===== src/rtl/tile_table_writer.sv =====
// Command-driven write port for the tile table RAM: single writes, table/row/column fills.
// Optional power-up clear of the whole table under TILE_WRITER_CLEAR_ON_RESET_EN.
module tile_table_writer #(
    parameter int unsigned ROWS       = 30,
    parameter int unsigned COLS       = 40,
    parameter int unsigned ADDR_WIDTH = 11,
    parameter int unsigned DATA_WIDTH = 8,
    parameter logic [DATA_WIDTH-1:0] BLANK_TILE = '0
) (
    input  logic                  clk,
    input  logic                  rstn,
    input  logic                  cmd_valid,
    output logic                  cmd_ready,
    input  logic [1:0]            cmd_op,
    input  logic [4:0]            cmd_row,
    input  logic [5:0]            cmd_col,
    input  logic [DATA_WIDTH-1:0] cmd_data,
    output logic [ADDR_WIDTH-1:0] waddr,
    output logic [DATA_WIDTH-1:0] din,
    output logic                  write_en,
    output logic                  busy,
    output logic                  done,
    output logic                  err
);

    localparam int unsigned CNT_WIDTH = ADDR_WIDTH + 1;
    localparam logic [CNT_WIDTH-1:0]  TOTAL  = CNT_WIDTH'(ROWS * COLS);
    localparam logic [ADDR_WIDTH-1:0] COLS_A = ADDR_WIDTH'(COLS);
    localparam logic [CNT_WIDTH-1:0]  CNT_1  = CNT_WIDTH'(1);
    localparam logic [CNT_WIDTH-1:0]  CNT_2  = CNT_WIDTH'(2);

    typedef enum logic [1:0] {
        OP_SINGLE = 2'b00,
        OP_FILL   = 2'b01,
        OP_ROW    = 2'b10,
        OP_COL    = 2'b11
    } op_t;

`ifdef TILE_WRITER_CLEAR_ON_RESET_EN
    typedef enum logic [1:0] {S_IDLE, S_RUN, S_CLEAR} state_t;
`else
    typedef enum logic {S_IDLE, S_RUN} state_t;
`endif

    state_t                state, state_d;
    logic [ADDR_WIDTH-1:0] stride, stride_d, waddr_d;
    logic [CNT_WIDTH-1:0]  remaining, remaining_d;
    logic [DATA_WIDTH-1:0] din_d;
    logic                  write_en_d, done_d, err_d, cmd_ready_d, busy_d;

    logic [ADDR_WIDTH-1:0] row_base, start_addr, start_stride;
    logic [CNT_WIDTH-1:0]  start_cnt;
    logic                  row_oor, col_oor, start_oor;

    // Decode of the presented command; only consumed on acceptance.
    always_comb begin
        // NOTE: every variable gets a default before the case so no path leaves it unassigned (no latches).
        row_base     = ADDR_WIDTH'(cmd_row) * COLS_A;
        row_oor      = 32'(cmd_row) >= ROWS;
        col_oor      = 32'(cmd_col) >= COLS;
        start_addr   = '0;
        start_stride = ADDR_WIDTH'(1);
        start_cnt    = CNT_1;
        start_oor    = 1'b0;
        case (op_t'(cmd_op))
            OP_SINGLE: begin
                start_oor  = row_oor || col_oor;
                start_addr = row_base + ADDR_WIDTH'(cmd_col);
            end
            OP_FILL: begin
                start_cnt = TOTAL;
            end
            OP_ROW: begin
                start_oor  = row_oor;
                start_addr = row_base;
                start_cnt  = CNT_WIDTH'(COLS);
            end
            OP_COL: begin
                start_oor    = col_oor;
                start_addr   = ADDR_WIDTH'(cmd_col);
                start_stride = COLS_A;
                start_cnt    = CNT_WIDTH'(ROWS);
            end
        endcase
    end

    always_comb begin
        state_d     = state;
        waddr_d     = waddr;
        din_d       = din;
        stride_d    = stride;
        remaining_d = remaining;
        write_en_d  = 1'b0;
        done_d      = 1'b0;
        err_d       = 1'b0;
        case (state)
            S_IDLE: begin
                if (cmd_valid && cmd_ready) begin
                    if (start_oor) begin
                        err_d = 1'b1;
                    end else begin
                        state_d     = S_RUN;
                        waddr_d     = start_addr;
                        din_d       = cmd_data;
                        stride_d    = start_stride;
                        remaining_d = start_cnt;
                        write_en_d  = 1'b1;
                        done_d      = (start_cnt == CNT_1);
                    end
                end
            end
            S_RUN: begin
                // remaining counts the write currently on the port.
                if (remaining == CNT_1) begin
                    state_d = S_IDLE;
                    din_d   = BLANK_TILE;
                end else begin
                    write_en_d  = 1'b1;
                    waddr_d     = waddr + stride;
                    remaining_d = remaining - CNT_1;
                    done_d      = (remaining == CNT_2);
                end
            end
`ifdef TILE_WRITER_CLEAR_ON_RESET_EN
            S_CLEAR: begin
                din_d = BLANK_TILE;
                if (!write_en) begin
                    write_en_d = 1'b1;
                end else if (remaining == CNT_1) begin
                    state_d = S_IDLE;
                end else begin
                    write_en_d  = 1'b1;
                    waddr_d     = waddr + ADDR_WIDTH'(1);
                    remaining_d = remaining - CNT_1;
                end
            end
`endif
            default: state_d = S_IDLE;
        endcase
        cmd_ready_d = (state_d == S_IDLE);
        busy_d      = (state_d != S_IDLE);
    end

    always_ff @(posedge clk) begin
        // NOTE: sequential state uses non-blocking assignments so every register samples pre-edge values.
        if (!rstn) begin
            waddr    <= '0;
            din      <= '0;
            write_en <= 1'b0;
            busy     <= 1'b0;
            done     <= 1'b0;
            err      <= 1'b0;
            stride   <= ADDR_WIDTH'(1);
`ifdef TILE_WRITER_CLEAR_ON_RESET_EN
            state     <= S_CLEAR;
            cmd_ready <= 1'b0;
            remaining <= TOTAL;
`else
            state     <= S_IDLE;
            cmd_ready <= 1'b1;
            remaining <= '0;
`endif
        end else begin
            state     <= state_d;
            waddr     <= waddr_d;
            din       <= din_d;
            write_en  <= write_en_d;
            busy      <= busy_d;
            done      <= done_d;
            err       <= err_d;
            cmd_ready <= cmd_ready_d;
            stride    <= stride_d;
            remaining <= remaining_d;
        end
    end

endmodule


===== config.mk =====
export PLATFORM = sky130hd
export DESIGN_NAME = tile_table_writer
export DESIGN_NICKNAME = d
export VERILOG_FILES = /design/src/rtl/tile_table_writer.sv
export SDC_FILE = /design/constraint.sdc
export NUM_CORES = 1
export LEC_CHECK = 0
export BUFFER_PORTS_ARGS = -buffer_cell sky130_fd_sc_hd__buf_2
export CAP_MARGIN = 15
export CORE_ASPECT_RATIO = 0.9
export CORE_MARGIN = 1
export CORE_UTILIZATION = 25
export CTS_CLUSTER_SIZE = 14
export DETAILED_ROUTE_END_ITERATION = 6
export MAX_ROUTING_LAYER = met4
export PLACE_DENSITY_LB_ADDON = 0.08
export SLEW_MARGIN = 5
export SYNTH_ARGS = -nofsm -noshare
export SYNTH_HDL_FRONTEND = slang
export SYNTH_SLANG_ARGS = --single-unit

===== constraint.sdc =====
create_clock -name clk -period 2.82 [get_ports clk]
set_input_delay 0.282 -clock clk [delete_from_list [all_inputs] [get_ports clk]]
set_output_delay 0.282 -clock clk [all_outputs]
set_load 0.05 [all_outputs]

==> impl_metrics.py <==
metrics = {
    "critical_path": {
        "r2r_cells": 7,
        "worstPathArrival_ns": 2.55,
        "path_class": "reg2reg",
        "end_kind": "flip-flop",
        "r2r-start": "remaining[0]",
        "start_kind": "flip-flop",
        "critPathRequiredTime_ns": 3.00,
        "path_max_fanout": 5,
        "regToRegEndpoint": "remaining[7]",
        "r2r_setup_slack_ns": 0.45,
    },
    "finish": {
        "fin_util_pct": 32.1,
        "fin_cells": 491,
        "fillers": 1071,
        "num_antenna_cells": 0,
        "syn2layout_area_growth_pct": 22.0,
        "nNetsFinal": 412,
        "drive_gt1_share_pct": 21.6,
    },
    "synthesis": {
        "yosys_register_bits": 37,
        "synth_commonest_cells": "dfxtp_1, nor2_1, ha_1, o21ai_0, nand2_1",
        "yosysTopAreaCell": "dfxtp_1",
        "synth_enable_flop_cells": 0,
        "synthFlopType": "dfxtp_1",
        "synthCells": 314,
        "yosys.cell_count.top_type": "dfxtp_1",
        "yosysTopAreaCellShare_pct": 28.4,
        "syn_area_um2": 2610,
        "synth.area.top_cells": "dfxtp_1, ha_1, o21ai_0",
        "seq_area_frac_synth_pct": 28.4,
        "ys_warn_count": 0,
        "async_reset_ff_share_pct": 0,
        "synth_nets": 362,
        "synth.avg_cell_area_um2": 8.30,
        "yosysUniqueCellTypes": 63,
    },
    "sta": {
        "maxSlewViolCount": 0,
        "slew_headroom_pct": 43.1,
        "tightest_slew_ns": 0.850,
        "tns_ns": 0,
        "min_period_over_period_pct": 83.9,
        "finalClockSkew_ns": 0.00765,
        "finalHoldViolations": 0,
        "worst_hold_slack_ns": 0.263,
        "setup_viol": 0,
        "period_minus_slack_ns": 2.37,
        "max_freq_ghz": 0.422,
        "rsz0062_at_grt": "no",
    },
    "grt": {
        "overflow": 0,
        "grt_pass1_wl_um": 12800,
        "grt_max_degree": 24,
        "first_global_vias": 2416,
        "grt_use_total_pct": 15.8,
        "antenna_found_initial": 0,
    },
    "cts": {
        "tritoncts": "yes",
        "insertion_delay_ns": 0.28,
        "ctsHoldBuffers": 0,
        "cts_made_buffers": 5,
        "clockBufferDepth": 2,
        "path_clk_slew_ns": 0.06,
        "postCtsSetupRepairBufs": 0,
        "cts.sinks": 37,
        "ctsResizeCount": 0,
        "htree_levels": 2,
        "root_buffer": "clkbuf_16",
    },
    "power_and_ir_drop": {
        "p_leak_nw": 1.30,
        "finalPower_w": 0.00196,
        "peakVddDrop_v": 0.000268,
        "powerDensity_nw_per_um2": 617,
    },
    "routing": {
        "drtIter0Drc": 136,
        "wl_per_cell_um": 15.8,
        "vias": 2521,
        "drtPass1Iterations": 4,
        "drc": 0,
        "ant_nets": 0,
        "wl_um": 7780,
        "vias_per_cell": 5.13,
    },
    "floorplanning": {
        "num_io_pins": 48,
        "fp.dieH_um": 98.9,
        "core_um2": 9910,
        "start_util_pct": 26.3,
        "rows": 34,
        "dieArea_um2": 10800,
        "die_width_um": 110,
    },
    "placement": {
        "dp_hpwl_um": 5800,
        "gp_congestion": 0.810,
        "port_buffers": 47,
        "placed_cells": 483,
    },
    "flow_run": {
        "drv_cap": 0,
    },
    "outcome": {
        "run_status": "complete, no violations",
    },
    "worst_hold_path": {
        "hold_end": "err",
        "whs_path_depth": 3,
        "hp-start": "cmd_valid",
        "hold_path.class": "in2reg",
    },
}
-- sequential cells by signal, summed over array words and instances (netlist names) --
name,cells
din,8
waddr,11
err,1
remaining,12
stride,2
cmd_ready,1
state,1
done,1
-- cells by family (layout without fill, tap and decap cells) --
| group | after synthesis | count (layout) | share of synthesized area, % |
|---|---|---|---|
| fa+ha+maj | 24 | 24 | 12.1 |
| mux | 2 | 2 | 0.816 |
| flops | 37 | 37 | 28.4 |
| xor+xnor | 9 | 9 | 3.55 |
| buf+inv | 34 | 85 | 6.00 |
| compound gates | 100 | 100 | 27.3 |
| simple gates | 108 | 108 | 21.8 |
-- cell type report --
cell class	count	area, um2	share of cell area (%)
Clock buffer	6	139	4.37
Clock inverter	2	37.5	1.18
Inverter	17	63.8	2.01
Multi-Input combinational cell	243	1710	53.7
Sequential cell	37	741	23.3
Tap cell	126	158	4.96
Timing Repair Buffer	60	333	10.5
-- placed cells by master, fill, tap and decap left out, types with 4 or more instances in the layout --
cell type / count
a22oi_1: 8
xnor2_1: 7
nor3_1: 12
a21boi_1: 5
o21ai_0: 21
a21boi_0: 4
clkbuf_16: 5
nand3_1: 6
dfxtp_1: 37
buf_2: 47
a31oi_1: 5
o21a_1: 4
a21oi_1: 12
nor2_1: 25
nor4_1: 4
nand4_1: 7
inv_1: 16
and3_1: 4
ha_1: 22
o21ai_1: 4
buf_4: 13
nand2_1: 17
nor2b_1: 13
-- metrics by stage --
stage               setup WS [ns]  area (um2)
detailed placement          0.196        3000
CTS                         0.473        3180
finish                      0.453        3180
floorplan                   0.500        2610
global placement            0.211        3000
global route                0.307        3180
-- worst max path at each step --
stage                 startpoint            to  depth (start not counted)
floorplan             cmd_row[1]      waddr[9]                          9
global placement      cmd_row[1]      waddr[9]                         10
detailed placement    cmd_row[1]      waddr[9]                         10
CTS                   cmd_row[1]      waddr[9]                         10
global route          cmd_row[1]      waddr[9]                         10
finish              remaining[0]  remaining[7]                          7
-- report_power, final --
group          total, W  leakage, nW  internal [W]  switching, W
clock network  0.000667       0.0831      0.000441      0.000226
registers      0.000633        0.302      0.000573     0.0000602
logic          0.000663        0.920      0.000243      0.000420
-- layer usage --
layer | global-route usage (%) | part of all wire [%] | vias up
li1 | - | - | 1266
met1 | 23.0 | 54 | 1190
met2 | 22.7 | 41 | 61
met3 | 2.38 | 4.3 | 4
met4 | 3.18 | 0.40 | 0
met5 | - | 0 | -
-- worst max-delay path, stage by stage, from the launching register on --
cell     delay (ns)
dfxtp_1        0.42
ha_1           0.17
or4b_2         0.68
o31a_1         0.35
a21oi_2        0.24
buf_4          0.19
nor2_1         0.05
o21a_1         0.17
No activity file was read; power rests on OpenSTA's default activity.
